==> src/rtl/spi_pkg.sv <==
// spi_pkg: shared constants and FSM state type for the SPI master.
package spi_pkg;
  localparam int SPI_FRAME_BITS = 32;
  localparam int SPI_MIN_CLOCK_DIVIDER = 4;
  typedef enum logic [2:0] {IDLE, SETUP, SHIFT, HOLD, GAP} spi_state_e;
endpackage

==> src/rtl/spi_master_if.sv <==
// spi_master_if: command handshake, sample return and SPI pins of the SPI master.
interface spi_master_if;
  logic i_CommandValid;
  logic o_CommandReady;
  logic [15:0] i_CommandNumber;
  logic [15:0] i_CommandValue;
  logic o_SampleValid;
  logic [15:0] o_Sample;
  logic o_SPI_NSS;
  logic o_SPI_SCK;
  logic o_SPI_MOSI;
  logic i_SPI_MISO;
  modport master (
    input i_CommandValid, i_CommandNumber, i_CommandValue, i_SPI_MISO,
    output o_CommandReady, o_SampleValid, o_Sample, o_SPI_NSS, o_SPI_SCK, o_SPI_MOSI
  );
  modport slave (
    output i_CommandValid, i_CommandNumber, i_CommandValue, i_SPI_MISO,
    input o_CommandReady, o_SampleValid, o_Sample, o_SPI_NSS, o_SPI_SCK, o_SPI_MOSI
  );
endinterface

==> src/rtl/spi_master_clkdiv.sv <==
// spi_master_clkdiv: half-period counter, one-cycle tick every D cycles, restarted by clr.
module spi_master_clkdiv #(
  parameter int D = 4
) (
  input  logic i_Clock,
  input  logic i_Reset,
  input  logic clr,
  output logic tick
);
  localparam int W = $clog2(D);
  localparam logic [W-1:0] LAST = W'(D - 1);
  logic [W-1:0] cnt;
  always_ff @(posedge i_Clock)
    cnt <= (i_Reset || clr || tick) ? '0 : cnt + 1'b1;
  assign tick = cnt == LAST;
endmodule

==> src/rtl/spi_master.sv <==
// spi_master: 32-bit MSB-first SPI command writer; define SPI_MASTER_READBACK_EN to capture MISO into o_Sample.
module spi_master
  import spi_pkg::*;
#(
  parameter int CLOCK_DIVIDER = 4
) (
  input logic i_Clock,
  input logic i_Reset,
  spi_master_if.master bus
);
  if (CLOCK_DIVIDER < SPI_MIN_CLOCK_DIVIDER) begin : g_div_check
    $error("spi_master: CLOCK_DIVIDER must be >= %0d", SPI_MIN_CLOCK_DIVIDER);
  end
  spi_state_e state, next;
  logic tick, sck, nss, last_pulse, sck_rise;
  logic [5:0] bit_cnt;
  logic [SPI_FRAME_BITS-1:0] frame;
  spi_master_clkdiv #(.D(CLOCK_DIVIDER)) u_clkdiv (
    .i_Clock(i_Clock),
    .i_Reset(i_Reset),
    .clr(next != state),
    .tick(tick)
  );
  assign last_pulse = bit_cnt == 6'd31;
  // Pulses 2..32 start here: MOSI advances and MISO is taken on the same edge.
  assign sck_rise = state == SHIFT && tick && !sck && !last_pulse;
  always_comb begin
    next = state;
    next = state == IDLE  ? (bus.i_CommandValid ? SETUP : IDLE) :
           state == SETUP ? (tick ? SHIFT : SETUP) :
           state == SHIFT ? ((tick && !sck && last_pulse) ? HOLD : SHIFT) :
           state == HOLD  ? (tick ? GAP : HOLD) :
                            (tick ? IDLE : GAP);
  end
  always_ff @(posedge i_Clock)
    state <= i_Reset ? IDLE : next;
  always_ff @(posedge i_Clock) begin
    if (i_Reset) begin
      sck <= 1'b0;
      bit_cnt <= '0;
      frame <= '0;
    end else begin
      sck <= ((state == SETUP && tick) || sck_rise) ? 1'b1 : tick ? 1'b0 : sck;
      bit_cnt <= state == IDLE ? 6'd0 : sck_rise ? bit_cnt + 6'd1 : bit_cnt;
      frame <= (state == IDLE && bus.i_CommandValid) ? {bus.i_CommandNumber, bus.i_CommandValue} :
               sck_rise ? {frame[SPI_FRAME_BITS-2:0], 1'b0} : frame;
    end
  end
  assign nss = state == IDLE || state == GAP;
  assign bus.o_CommandReady = state == IDLE;
  assign bus.o_SPI_NSS = nss;
  assign bus.o_SPI_SCK = sck;
  assign bus.o_SPI_MOSI = !nss && frame[SPI_FRAME_BITS-1];
`ifdef SPI_MASTER_READBACK_EN
  logic hold_end;
  logic [15:0] cap, sample;
  logic sample_valid;
  assign hold_end = state == HOLD && tick;
  // Only the low half of the captured frame is ever reported, so only 16 bits are kept.
  always_ff @(posedge i_Clock) begin
    if (i_Reset) begin
      cap <= '0;
      sample <= '0;
      sample_valid <= 1'b0;
    end else begin
      cap <= (sck_rise || hold_end) ? {cap[14:0], bus.i_SPI_MISO} : cap;
      sample <= hold_end ? {cap[14:0], bus.i_SPI_MISO} : sample;
      sample_valid <= hold_end;
    end
  end
  assign bus.o_Sample = sample;
  assign bus.o_SampleValid = sample_valid;
`else
  logic unused_miso;
  assign unused_miso = bus.i_SPI_MISO;
  assign bus.o_Sample = '0;
  assign bus.o_SampleValid = 1'b0;
`endif
endmodule

==> src/flat_wrapper.sv <==
// flat-port wrapper written by rule: the top's interface ports become plain ports
module spi_master_flat import spi_pkg::*;
#(
  parameter int CLOCK_DIVIDER = 4
)
  (i_Clock, i_Reset, bus_i_CommandValid, bus_i_CommandNumber, bus_i_CommandValue, bus_i_SPI_MISO, bus_o_CommandReady, bus_o_SampleValid, bus_o_Sample, bus_o_SPI_NSS, bus_o_SPI_SCK, bus_o_SPI_MOSI);
  spi_master_if bus_i ();
  input logic i_Clock;
  input logic i_Reset;
  input wire logic [$bits(bus_i.i_CommandValid)-1:0] bus_i_CommandValid;
  input wire logic [$bits(bus_i.i_CommandNumber)-1:0] bus_i_CommandNumber;
  input wire logic [$bits(bus_i.i_CommandValue)-1:0] bus_i_CommandValue;
  input wire logic [$bits(bus_i.i_SPI_MISO)-1:0] bus_i_SPI_MISO;
  output wire logic [$bits(bus_i.o_CommandReady)-1:0] bus_o_CommandReady;
  output wire logic [$bits(bus_i.o_SampleValid)-1:0] bus_o_SampleValid;
  output wire logic [$bits(bus_i.o_Sample)-1:0] bus_o_Sample;
  output wire logic [$bits(bus_i.o_SPI_NSS)-1:0] bus_o_SPI_NSS;
  output wire logic [$bits(bus_i.o_SPI_SCK)-1:0] bus_o_SPI_SCK;
  output wire logic [$bits(bus_i.o_SPI_MOSI)-1:0] bus_o_SPI_MOSI;
  assign bus_i.i_CommandValid = bus_i_CommandValid;
  assign bus_i.i_CommandNumber = bus_i_CommandNumber;
  assign bus_i.i_CommandValue = bus_i_CommandValue;
  assign bus_i.i_SPI_MISO = bus_i_SPI_MISO;
  assign bus_o_CommandReady = bus_i.o_CommandReady;
  assign bus_o_SampleValid = bus_i.o_SampleValid;
  assign bus_o_Sample = bus_i.o_Sample;
  assign bus_o_SPI_NSS = bus_i.o_SPI_NSS;
  assign bus_o_SPI_SCK = bus_i.o_SPI_SCK;
  assign bus_o_SPI_MOSI = bus_i.o_SPI_MOSI;
  spi_master #(.CLOCK_DIVIDER(CLOCK_DIVIDER)) u_core (.i_Clock(i_Clock), .i_Reset(i_Reset), .bus(bus_i));
endmodule
==> config.mk <==
export PLATFORM = sky130hd
export DESIGN_NAME = spi_master_flat
export DESIGN_NICKNAME = d
export VERILOG_FILES = /design/src/rtl/spi_pkg.sv /design/src/rtl/spi_master_if.sv /design/src/rtl/spi_master_clkdiv.sv /design/src/rtl/spi_master.sv /design/src/flat_wrapper.sv
export SDC_FILE = /design/constraint.sdc
export NUM_CORES = 1
export LEC_CHECK = 0
export CAP_MARGIN = 30
export CELL_PAD_IN_SITES_DETAIL_PLACEMENT = 0
export CELL_PAD_IN_SITES_GLOBAL_PLACEMENT = 1
export CORE_UTILIZATION = 35
export DETAILED_ROUTE_END_ITERATION = 8
export PLACE_DENSITY_LB_ADDON = 0.1
export SLEW_MARGIN = 20
export SYNTH_ARGS = -nofsm -noshare
export SYNTH_HDL_FRONTEND = slang
export SYNTH_SLANG_ARGS = --single-unit
==> constraint.sdc <==
create_clock -name i_Clock -period 2.45 [get_ports i_Clock]
set_clock_uncertainty 0.15 [all_clocks]
set_input_delay 0.49 -clock i_Clock [delete_from_list [all_inputs] [get_ports i_Clock]]
set_output_delay 0.49 -clock i_Clock [all_outputs]
set_load 0.01 [all_outputs]
==> results.json <==
{
  "dp_hpwl_um": 3220,
  "layout.nets": 356,
  "fin_crit_ns": 2.27,
  "power_density_mw_per_mm2": 529,
  "design.die.area_sq_mm": 0.00671,
  "crit_type": "reg -> out",
  "hold_viol": 0,
  "worstHoldPathCells": 1,
  "gp_congestion": 0.701,
  "clock_latency_ns": 0.29,
  "setup_viol": 0,
  "syn_to_final_growth_pct": 22.2,
  "root_buffer": "clkbuf_8",
  "tns_ns": 0,
  "core-area_sq_mm": 0.00603,
  "synth_cell_types": 39,
  "timing.final.ws_setup_ns": 0.176,
  "diodes": 0,
  "status": "complete, no violations",
  "final_core_util_pct": 45.3,
  "grtUsageTotal_pct": 15.5,
  "fin_cells": 392,
  "syn-mean-instance-area_sq_um": 7.87,
  "critical_path_required_ns": 1.81,
  "via_per_inst": 5.08,
  "wl_um": 4840,
  "cts_setup_buffers": 0,
  "io_buffer_count": 38,
  "hp-class": "reg -> reg",
  "grt_max_degree": 52,
  "dp_cells": 385,
  "synth_xor_area_share_pct": 0.784,
  "via_count": 1992,
  "clock.fmax_mhz": 440,
  "clock-sinks": 44,
  "grt_pass1_vias": 1758,
  "fp.dieW_um": 81.9,
  "synthesis.area_sq_mm": 0.00223,
  "synth_most_common_cell": "nand2_1",
  "muxShareOfSynthArea_pct": 0.448,
  "htreeDepth": 2,
  "min_period_over_period_pct": 92.8,
  "drive_gt1_share_pct": 7.26,
  "r2r_cells": 7,
  "worstPathArrival_ns": 1.63,
  "io_pins": 57,
  "synth_top_family_by_area": "simple AND/OR/NAND/NOR gates",
  "synth-compound-area-share_pct": 21.1,
  "post-place-ws_ns": 0.212,
  "post_drt_wl_per_cell_um": 12.3,
  "firstDrtPassIters": 4,
  "drt_iter0_markers": 100,
  "overflow": 0,
  "ys_seq_area_share_pct": 39.4,
  "rsz0062_at_grt": "false",
  "floorplan.initialDensity_pct": 37.1,
  "synth-simple-area-share_pct": 24.7,
  "synth_cells": 284,
  "endpoint_kind": "primary output",
  "cp_cell_sequence": "buf_4, nor3_2, clkdlybuf4s50_1",
  "slowest_stage": "clkdlybuf4s50_1",
  "route.detailed.drc": 0,
  "drtAntennaViolNets": 0,
  "p_leak_nw": 0.980,
  "cts_tree": "done",
  "antenna_found_initial": 0,
  "synthAdderAreaFrac_pct": 1.68,
  "critPathLaunchType": "flip-flop",
  "rows": 28,
  "ys_ff_latch": 44,
  "synthTopCellsByCount": "69 x nand2_1, 44 x dfxtp_1, 37 x nor2_1, 32 x a311oi_1, 21 x buf_4",
  "clk_path_buf_depth": 2,
  "total_power_mw": 1.44,
  "die_h_um": 81.9,
  "synth_top_cells_by_area": "dfxtp_1 39%, a311oi_1 13%, nand2_1 12%, buf_4 7.1%, nor2_1 6.2%",
  "worstPathMaxFanout": 9,
  "synthFlopType": "dfxtp_1",
  "synthArstFlopShare_pct": 0,
  "yosysTopAreaCell": "dfxtp_1",
  "clk_pin_slew_ns": 0.08,
  "ys.warnings.count": 0,
  "synth_edf_count": 0,
  "slew_violations": 0,
  "cap_viol_max_count": 0,
  "grt_pass1_wl_um": 8090,
  "synth_top_area_share_pct": 39.4,
  "n_fill_cell": 645,
  "vdd_drop_max_uv": 286,
  "critical_path.max_stage_delay_ns": 0.56,
  "cts-buffers-inserted": 5
}
==> logic make-up (layout without fill, tap and decap cells) <==
logic type	after synthesis	after routing
simple gates	129	129
compound gates	60	60
flops	44	44
buf+inv	44	61
fa+ha+maj	3	3
xor+xnor	2	2
other cells	1	17
mux	1	1
==> power breakdown <==
group	internal, mW	total (mW)	switching, mW
sequential	0.767	0.793	0.0260
combinational	0.114	0.224	0.110
clock	0.194	0.426	0.232
total	1.08	1.44	0.368
==> layout make-up <==
class | count | area [sq um] | area share, %
Inverter | 5 | 18.8 | 0.687
Sequential cell | 44 | 881 | 32.3
Timing Repair Buffer | 49 | 500 | 18.3
Clock inverter | 1 | 5.00 | 0.183
Multi-Input combinational cell | 212 | 1160 | 42.4
Clock buffer | 6 | 72.6 | 2.66
Tap cell | 75 | 93.8 | 3.44
==> metal layers <==
metal / part of all wire, % / vias up / global-route usage [%]
met4: 0.99 / 0 / 5.26
met1: 51 / 921 / 20.9
met3: 4.3 / 5 / 3.33
met2: 44 / 41 / 24.2
met5: 0 / - / 0
li1: - / 1025 / -
==> cells in the final DEF, fill, tap and decap left out, drive strengths merged, types with 2 or more instances in the layout <==
cell type / Yosys / routed
or3: 4 / 4
conb: 1 / 17
nand2: 69 / 69
o21ai: 7 / 7
xnor2: 2 / 2
nor2: 37 / 37
a211oi: 2 / 2
nand3: 4 / 4
ha: 3 / 3
a21oi: 11 / 11
inv: 5 / 5
clkdlybuf4s50: 0 / 38
dfxtp: 44 / 44
clkbuf: 9 / 6
nand2b: 3 / 3
nor2b: 2 / 2
and2b: 2 / 2
and3: 2 / 2
buf: 30 / 11
a311oi: 32 / 32
==> critical path, delay by kind of cell (launching register included) <==
| family | cells | cell delay [ns] |
|---|---|---|
| simple gates | 1 | 0.19 |
| flops | 1 | 0.39 |
| buf+inv | 2 | 0.77 |
==> state kept, by name (all words and copies together), names as in the netlist <==
name,flops
u_core.bit_cnt,6
u_core.state,3
u_core.bus.o_SPI_SCK,1
u_core.frame,32
u_core.u_clkdiv.cnt,2
==> path summary, 6_finish.rpt <==
check	from	endpoint	slack (ns)
worst max-delay path	u_core.state[1]	bus_o_CommandReady	0.18
worst min-delay path	u_core.u_clkdiv.cnt[0]	u_core.u_clkdiv.cnt[0]	0.29
worst max register to register	u_core.u_clkdiv.cnt[0]	u_core.u_clkdiv.cnt[0]	0.37
worst min register to register	u_core.u_clkdiv.cnt[0]	u_core.u_clkdiv.cnt[0]	0.29
==> what timing repair did <==
| action | in CTS | in global routing |
|---|---|---|
| gates resized for setup | 0 | 1 |
| hold buffers | 0 | 0 |
| hold endpoints to repair | 0 | 0 |
| setup endpoints to repair | 0 | 1 |
==> stage by stage <==
| step | cell area (sq um) | hold slack, ns |
|---|---|---|
| 4_1_cts | 2730 | 0.286 |
| 2_1_floorplan | 2290 | 0.250 |
| 5_1_grt | 2730 | 0.300 |
| 3_3_place_gp | 2650 | 0.269 |
| 6_report | 2730 | 0.291 |
| 3_5_place_dp | 2650 | 0.274 |
No activity file was read; power rests on OpenSTA's default activity.
